$ cat config.mk
export PLATFORM = sky130hd
export DESIGN_NAME = ads868x_spi_emu
export DESIGN_NICKNAME = d
export VERILOG_FILES = /design/src/rtl/ads868x_spi_emu.sv
export SDC_FILE = /design/constraint.sdc
export NUM_CORES = 1
export LEC_CHECK = 0
export BUFFER_PORTS_ARGS = -buffer_cell sky130_fd_sc_hd__buf_2
export CAP_MARGIN = 30
export CORE_UTILIZATION = 35
export CTS_CLUSTER_SIZE = 40
export DETAILED_ROUTE_END_ITERATION = 7
export PLACE_DENSITY = 0.52
export SYNTH_ARGS = -nofsm -noshare
export SYNTH_HDL_FRONTEND = slang
export SYNTH_SLANG_ARGS = --single-unit
$ cat constraint.sdc
create_clock -name aclk -period 6.65 [get_ports aclk]
set_input_delay 0.665 -clock aclk [delete_from_list [all_inputs] [get_ports aclk]]
set_output_delay 0.665 -clock aclk [all_outputs]
set_load 0.01 [all_outputs]
$ cat src/rtl/ads868x_spi_emu.sv
// ADS868x SPI responder emulator: decodes 32-clock frames from our SPI master and returns stream-fed samples.
// Optional build macro ADS868X_EMU_AUTO_SEQ_EN adds AUTO_RST / NO_OP channel auto-sequencing.
module ads868x_spi_emu #(
  parameter int C_NUM_CH      = 8,
  parameter int C_SYNC_STAGES = 2
) (
  input  logic        aclk,
  input  logic        areset,
  input  logic        SCK,
  input  logic        SS_N,
  input  logic        SDI,
  output logic        SDO,
  output logic        SDO_T,
  input  logic [15:0] s_axis_tdata,
  input  logic [2:0]  s_axis_tuser,
  input  logic        s_axis_tvalid,
  output logic        s_axis_tready,
  output logic        frame_done,
  output logic [15:0] last_cmd,
  output logic [2:0]  ch_sel,
  output logic [7:0]  err_cnt
);
  localparam int CH_W = $clog2(C_NUM_CH);

  typedef enum logic [2:0] {
    S_WAIT_IDLE, S_IDLE, S_CMD, S_DATA, S_OVER, S_EXEC
  } state_t;

  state_t state_q, state_d;

  logic [C_SYNC_STAGES-1:0] sck_sync_q, ss_sync_q, sdi_sync_q;
  logic sck_prev_q, ss_prev_q;
  logic sck_s, ss_s, sdi_s;
  logic sck_rise, sck_fall, ss_rise, ss_fall;

  logic [5:0]  bit_cnt_q;
  logic [15:0] cmd_q, data_q, last_cmd_q, load_word, cmd_full;
  logic        sdo_q, sdo_next, tready_q;
  logic [7:0]  err_cnt_q;
  logic [2:0]  ch_sel_q, ch_sel_d;
  logic [7:0]  reg_q  [64];
  logic [15:0] samp_q [C_NUM_CH];

  logic in_frame, abort, exec;
  logic cmd_rst, cmd_man, cmd_wr;
  logic sdo_t_c, frame_done_c;

`ifdef ADS868X_EMU_AUTO_SEQ_EN
  logic                auto_q, auto_d, cmd_auto;
  logic [C_NUM_CH-1:0] en_mask;
  logic [CH_W-1:0]     nxt_idx;
`endif

  // SS_N chain resets low so leaving WAIT_IDLE needs a genuinely observed SS_N high
  always_ff @(posedge aclk) begin
    if (areset) begin
      sck_sync_q <= '0;
      ss_sync_q  <= '0;
      sdi_sync_q <= '0;
      sck_prev_q <= 1'b0;
      ss_prev_q  <= 1'b0;
    end else begin
      sck_sync_q <= {sck_sync_q[C_SYNC_STAGES-2:0], SCK};
      ss_sync_q  <= {ss_sync_q[C_SYNC_STAGES-2:0], SS_N};
      sdi_sync_q <= {sdi_sync_q[C_SYNC_STAGES-2:0], SDI};
      sck_prev_q <= sck_s;
      ss_prev_q  <= ss_s;
    end
  end

  assign sck_s    = sck_sync_q[C_SYNC_STAGES-1];
  assign ss_s     = ss_sync_q[C_SYNC_STAGES-1];
  assign sdi_s    = sdi_sync_q[C_SYNC_STAGES-1];
  assign sck_rise = sck_s & ~sck_prev_q;
  assign sck_fall = ~sck_s & sck_prev_q;
  assign ss_rise  = ss_s & ~ss_prev_q;
  assign ss_fall  = ~ss_s & ss_prev_q;

  assign in_frame = (state_q == S_CMD) || (state_q == S_DATA) || (state_q == S_OVER);
  assign abort    = ss_rise && ((state_q == S_CMD) || (state_q == S_DATA));
  assign exec     = (state_q == S_EXEC);

  always_ff @(posedge aclk) begin
    if (areset) state_q <= S_WAIT_IDLE;
    else        state_q <= state_d;
  end

  always_comb begin
    state_d = state_q;
    case (state_q)
      S_WAIT_IDLE: if (ss_s) state_d = S_IDLE;
      S_IDLE:      if (ss_fall) state_d = S_CMD;
      S_CMD: begin
        if (ss_rise)                                 state_d = S_IDLE;
        else if (sck_rise && bit_cnt_q == 6'd15)     state_d = S_DATA;
      end
      S_DATA: begin
        if (ss_rise)                                 state_d = S_IDLE;
        else if (sck_rise && bit_cnt_q == 6'd31)     state_d = S_OVER;
      end
      S_OVER:      if (ss_rise) state_d = S_EXEC;
      S_EXEC:      state_d = S_IDLE;
      default:     state_d = S_WAIT_IDLE;
    endcase
  end

  always_comb begin
    sdo_t_c      = ~in_frame;
    frame_done_c = exec;
  end

  // The 16th SDI bit is still in the synchronizer when the data half is loaded
  assign cmd_full = {cmd_q[14:0], sdi_s};

  always_comb begin
    load_word = samp_q[ch_sel_q[CH_W-1:0]];
    if (!cmd_full[15] && cmd_full != 16'h0000 && !cmd_full[8])
      load_word = {reg_q[cmd_full[14:9]], 8'h00};
  end

  assign sdo_next = (bit_cnt_q >= 6'd16 && bit_cnt_q < 6'd32) ?
                    data_q[4'd15 - bit_cnt_q[3:0]] : 1'b0;

  always_ff @(posedge aclk) begin
    if (areset) begin
      bit_cnt_q  <= '0;
      cmd_q      <= '0;
      data_q     <= '0;
      sdo_q      <= 1'b0;
      last_cmd_q <= '0;
      err_cnt_q  <= '0;
      tready_q   <= 1'b0;
    end else begin
      tready_q <= 1'b1;
      if (state_q == S_IDLE && ss_fall) begin
        bit_cnt_q <= '0;
        cmd_q     <= '0;
        sdo_q     <= 1'b0;
      end else if (in_frame) begin
        if (ss_rise) begin
          sdo_q <= 1'b0;
          if (abort && err_cnt_q != 8'hFF) err_cnt_q <= err_cnt_q + 8'd1;
        end else begin
          if (sck_rise && bit_cnt_q < 6'd32) begin
            bit_cnt_q <= bit_cnt_q + 6'd1;
            if (bit_cnt_q < 6'd16)  cmd_q  <= cmd_full;
            if (bit_cnt_q == 6'd15) data_q <= load_word;
          end
          if (sck_fall) sdo_q <= sdo_next;
        end
      end else begin
        sdo_q <= 1'b0;
      end
      if (exec) last_cmd_q <= cmd_q;
    end
  end

  assign cmd_rst = (cmd_q == 16'h8500);
  assign cmd_man = (cmd_q[15:14] == 2'b11) && (cmd_q[9:0] == 10'd0) &&
                   (int'(cmd_q[13:10]) < C_NUM_CH);
  assign cmd_wr  = !cmd_q[15] && cmd_q[8];

  for (genvar gi = 0; gi < 64; gi++) begin : g_reg
    localparam logic [7:0] RST_VAL = (gi == 1) ? 8'hFF : 8'h00;
    always_ff @(posedge aclk) begin
      if (areset || (exec && cmd_rst))
        reg_q[gi] <= RST_VAL;
      else if (exec && cmd_wr && cmd_q[14:9] == 6'(gi))
        reg_q[gi] <= cmd_q[7:0];
    end
  end

  // Channels >= C_NUM_CH have no storage, so their beats simply fall through
  for (genvar gi = 0; gi < C_NUM_CH; gi++) begin : g_samp
    always_ff @(posedge aclk) begin
      if (areset)
        samp_q[gi] <= '0;
      else if (s_axis_tvalid && s_axis_tuser == 3'(gi))
        samp_q[gi] <= s_axis_tdata;
    end
  end

`ifdef ADS868X_EMU_AUTO_SEQ_EN
  assign en_mask  = reg_q[1][C_NUM_CH-1:0];
  assign cmd_auto = (cmd_q == 16'hA000);
`endif

  always_comb begin
    ch_sel_d = ch_sel_q;
`ifdef ADS868X_EMU_AUTO_SEQ_EN
    auto_d  = auto_q;
    nxt_idx = '0;
`endif
    if (exec) begin
      if (cmd_rst) begin
        ch_sel_d = 3'd0;
`ifdef ADS868X_EMU_AUTO_SEQ_EN
        auto_d = 1'b0;
`endif
      end else if (cmd_man) begin
        ch_sel_d = cmd_q[12:10];
`ifdef ADS868X_EMU_AUTO_SEQ_EN
        auto_d = 1'b0;
      end else if (cmd_auto) begin
        auto_d = 1'b1;
        for (int k = C_NUM_CH - 1; k >= 0; k--)
          if (en_mask[k]) ch_sel_d = 3'(k);
      end else if (cmd_q == 16'h0000 && auto_q) begin
        // Descending scan so the nearest enabled channel above ch_sel wins; none -> hold
        for (int k = C_NUM_CH - 1; k >= 1; k--) begin
          nxt_idx = ch_sel_q[CH_W-1:0] + CH_W'(k);
          if (en_mask[nxt_idx]) ch_sel_d = 3'(nxt_idx);
        end
`endif
      end
    end
  end

  always_ff @(posedge aclk) begin
    if (areset) begin
      ch_sel_q <= 3'd0;
`ifdef ADS868X_EMU_AUTO_SEQ_EN
      auto_q   <= 1'b0;
`endif
    end else begin
      ch_sel_q <= ch_sel_d;
`ifdef ADS868X_EMU_AUTO_SEQ_EN
      auto_q   <= auto_d;
`endif
    end
  end

  assign SDO           = sdo_q;
  assign SDO_T         = sdo_t_c;
  assign s_axis_tready = tready_q;
  assign frame_done    = frame_done_c;
  assign last_cmd      = last_cmd_q;
  assign ch_sel        = ch_sel_q;
  assign err_cnt       = err_cnt_q;
endmodule

==> results_tabular.tex <==
\begin{tabular}{lr}
\hline
Metric & Value \\
\hline
\multicolumn{2}{l}{\textbf{Outcome}} \\
Run status & complete, no violations \\
\multicolumn{2}{l}{\textbf{Timing}} \\
Count of endpoints failing setup in the final report & 0 \\
Sum Neg Setup Slack & 0 ps \\
Layout Skew & between 20 and 30 ps \\
Number of hold-slack violations in the final timing report & 0 \\
Worst max-slew margin expressed relative to the limit & between 30\% and 40\% \\
Final-report max-slew violation count & 0 \\
RSZ-0062 raised after global routing & false \\
Max frequency & $\sim$260 MHz \\
Worst Tran Pin Value & between 1000 and 1500 ps \\
Time the worst path needs with I/O delays and setup & roughly 3900 ps \\
Final critical-path share of the clock period & 58.1\% \\
Post-route worst setup slack & 2790 ps \\
\multicolumn{2}{l}{\textbf{Clock network}} \\
Root buf cell & clkbuf\_16 \\
Clock buffers created by TritonCTS & 80 \\
CTS H-Tree Depth & 3 \\
Clock slew at reported path FFs & 60 ps \\
Post-CTS Hold Fix Bufs & 0 \\
Post-cts gate resize count & 0 \\
Clock sinks & around 730 \\
Clock tree from TritonCTS & done \\
Clock Tree Buf Depth & 3 \\
Worst skew pair latency & approximately 650 ps \\
Post-CTS repair timing setup buffer count & 0 \\
\multicolumn{2}{l}{\textbf{Logic synthesis}} \\
YS warnings & 0 \\
Portion of the post-synthesis area used by sequential elements & between 60\% and 70\% \\
Synthesized area divided by synthesized cell count & 13.7 um2 \\
Synthesized-area fraction occupied by and/or/nand/nor cells & between 10\% and 20\% \\
Multiplexer share of the synthesized area & between 10\% and 20\% \\
Post-synthesis cell area & $\sim$0.033 mm2 \\
Flip-flop and latch count after synthesis & roughly 730 \\
Number of distinct library cell variants in the gate-level netlist after synthesis & 64 \\
Post-Syn Nets & around 2400 \\
Number of synthesized flops with an enable pin & between 600 and 700 \\
Synthesized instance count & 2417 \\
Most frequently used flop master after synthesis & edfxtp\_1 \\
Compound-Gate Fraction of Synth Area & under 10\% \\
Post-synthesis share of cell area spent on xor and xnor gates & less than 1\% \\
Adder-cell share of the synthesized area & 0.0755\% \\
Combinational family with the most area after synthesis & simple AND/OR/NAND/NOR gates \\
Share of async-settable or async-resettable flops after synthesis & 0\% \\
\multicolumn{2}{l}{\textbf{Routing}} \\
Number of optimization iterations in the first detailed-route pass & 5 \\
Drt first-iter violations & $\sim$1700 \\
Sum of routed wire length over all layers & 88.4 mm \\
Detailed-route wire length per cell & 23.3 um \\
Count of vias placed by the detailed router & $\sim$20000 \\
Post-route antenna net violation count & 0 \\
Routed via count divided by cell count & about 5.2 \\
DRC errors left & 0 \\
\multicolumn{2}{l}{\textbf{Critical path}} \\
Worst EP arrival & between 4000 and 5000 ps \\
Startpoint of the lowest-slack register-to-register path & state\_q[0] \\
Path type of the worst setup path & flip-flop to flip-flop \\
CP Data Required Time & 7000 ps \\
Critical Path Source Type & flip-flop \\
Critical path launch point & state\_q[0] \\
Type of element capturing the critical path & flip-flop \\
Worst-path cell chain & nand3b\_4 > inv\_2 > and4b\_1 > nand3\_1 > o21ai\_0 > buf\_4 \\
Cell at the slowest stage of the critical path & o21ai\_0 \\
Top fanout value on the critical path & 19 \\
CP peak stage delay & just under 1000 ps \\
\multicolumn{2}{l}{\textbf{Power and ir drop}} \\
LEAKAGE & $\sim$0.012 uW \\
Switch Pwr & between 2000 and 2500 uW \\
Combinational group share of total power & between 4 and 5\% \\
Worst-case vdd ir drop & about 0.18 mV \\
Total power density per cell area & $\sim$260 mW/mm2 \\
Share of power burned in the clock network & 42.2\% \\
Overall power & 9840 uW \\
Sw frac & between 20 and 25\% \\
Internal Power & roughly 7600 uW \\
Sequential share of power & between 50 and 60\% \\
\multicolumn{2}{l}{\textbf{Cells and area}} \\
Fin cells & 3801 \\
Fillers & between 8000 and 9000 \\
Layout-stage area growth over the synthesis result & 12.9\% \\
Final nets & around 2500 \\
Share of final-layout standard cells stronger than drive strength 1 & between 15 and 20\% \\
Share of the core filled with cells & 40.0\% \\
\multicolumn{2}{l}{\textbf{Global route}} \\
Initial antenna violation count & 2 \\
Remaining global-route overflow & 0 \\
First-pass GRT wire length & 131 mm \\
GRT Resource Usage Total & between 10\% and 20\% \\
Maximum number of pins on one net before global-route repair & 88 \\
Vias in the first global route & 19800 \\
\multicolumn{2}{l}{\textbf{Die}} \\
Height of the die & 310 um \\
Core Rows & around 110 \\
Top-level port count & 56 \\
Die outline area & about 0.096 mm2 \\
Starting utilization of the core area & a little over a third \\
Area of the core & about 0.094 mm2 \\
Width of the die & between 300 and 400 um \\
\multicolumn{2}{l}{\textbf{Worst hold path}} \\
Type of the most critical hold path & primary input to flip-flop \\
Startpoint of the lowest-slack hold path & SDI \\
\multicolumn{2}{l}{\textbf{Placed design}} \\
Half-perimeter wire length after detailed placement & 56.3 mm \\
Routability cong. & about 0.82 \\
Placed Cells incl. Taps & 3641 \\
Quantity of I/O buffers inserted on ports & 55 \\
Post-placement setup slack & about 2800 ps \\
\multicolumn{2}{l}{\textbf{Job}} \\
Max-cap viol count & 0 \\
\hline
\end{tabular}
[cells in the final DEF (no fill, tap or decap), drive strengths merged, types with 43 or more instances in the layout]
cell type,netlist,final
mux2i,154,154
and2,634,634
a21oi,56,56
dfxtp,87,87
mux4,109,109
edfxtp,640,640
buf,54,156
o21ai,90,90
nor2,125,125
nand2,81,81
a22oi,43,43
clkbuf,123,108
[sequential cells by signal, summed over array words and instances, names as in the netlist, 2 cells and up, named ones only]
name	count
bit_cnt_q	6
last_cmd	16
err_cnt	8
data_q	16
reg_q	512
ch_sel	3
sdi_sync_q	2
sck_sync_q	2
ss_sync_q	2
state_q	3
cmd_q	16
samp_q	128
[Yosys cell counts (all sizes together), types with 3 or more instances]
master / count / area [um2]
nor4: 3 / 25.0
a21oi: 56 / 280
edfxtp: 640 / 19200
and2: 634 / 3970
mux4: 109 / 2470
xor2: 6 / 52.6
and3: 5 / 31.3
or3: 10 / 62.6
buf: 54 / 307
mux2: 15 / 169
nor3: 7 / 35.0
a311oi: 7 / 67.6
xnor2: 4 / 35.0
o2111ai: 12 / 105
a31oi: 3 / 18.8
nand2: 81 / 304
nand2b: 10 / 62.6
clkbuf: 123 / 465
nand3: 37 / 185
mux2i: 154 / 1540
nand4: 7 / 43.8
a22o: 4 / 35.0
nor2b: 28 / 175
a22oi: 43 / 323
nand3b: 3 / 35.0
dfxtp: 87 / 1740
a211oi: 15 / 113
inv: 12 / 45.0
nor3b: 5 / 47.5
nor2: 125 / 472
o21ai: 90 / 450
[power by group through the flow]
stage / Sequential (uW) / Combinational (uW) / Clock (uW)
finish: 5270 / 423 / 4150
global route: 5290 / 458 / 4410
CTS: 5270 / 422 / 4240
detailed placement: 5360 / 421 / 0
global placement: 5360 / 396 / 0
floorplan: 5310 / 284 / 0
[layer usage]
layer / GRT usage [%] / share of wire (%)
met5: 0 / 0.011
met1: 25.4 / 44
met3: 3.31 / 6.1
met2: 30.7 / 48
met4: 4.58 / 1.8
[kinds of logic (layout without fill, tap and decap cells)]
kind of cell | after synthesis | count (layout)
xor+xnor | 10 | 10
buf+inv | 189 | 318
mux | 278 | 278
other cells | 0 | 1
fa+ha+maj | 2 | 2
flops | 727 | 727
simple gates | 967 | 967
compound gates | 244 | 244
[through the flow]
stage | instance area, um2 | hold slack [ps]
after floorplan | 33100 | 414
after global placement | 34700 | 439
after detailed placement | 34900 | 429
after CTS | 37300 | 218
after global routing | 37400 | 243
final | 37400 | 238
[final timing paths]
check | slack, ps | end | cells past startpoint
worst max-delay path | 2790 | reg_q[55][5] | 6
worst min-delay path | 240 | sdi_sync_q[0] | 2
worst max register to register | 2790 | reg_q[55][5] | 6
worst min register to register | 440 | sdi_sync_q[1] | 1
[critical path: cells and delay by family, from the launching register on]
kind,cells,cell delay (ps)
buffers and inverters,2,630
AO/OA/AOI/OAI,1,980
flip-flops,1,540
AND/OR/NAND/NOR,3,1420
[layout make-up]
type                    instances  area [um2]  share of cell area (%)
multi-input cells            1501       11400                    30.4
clock buffers                 102        2100                    5.63
flip-flops and latches        727       21000                    56.1
clock inverters                42         325                   0.870
diodes                          1        2.50                 0.00669
inverters                      12        45.0                   0.120
well taps                    1254        1570                    4.19
repair buffers                162        1000                    2.68
(Power assumes the default switching activity.)
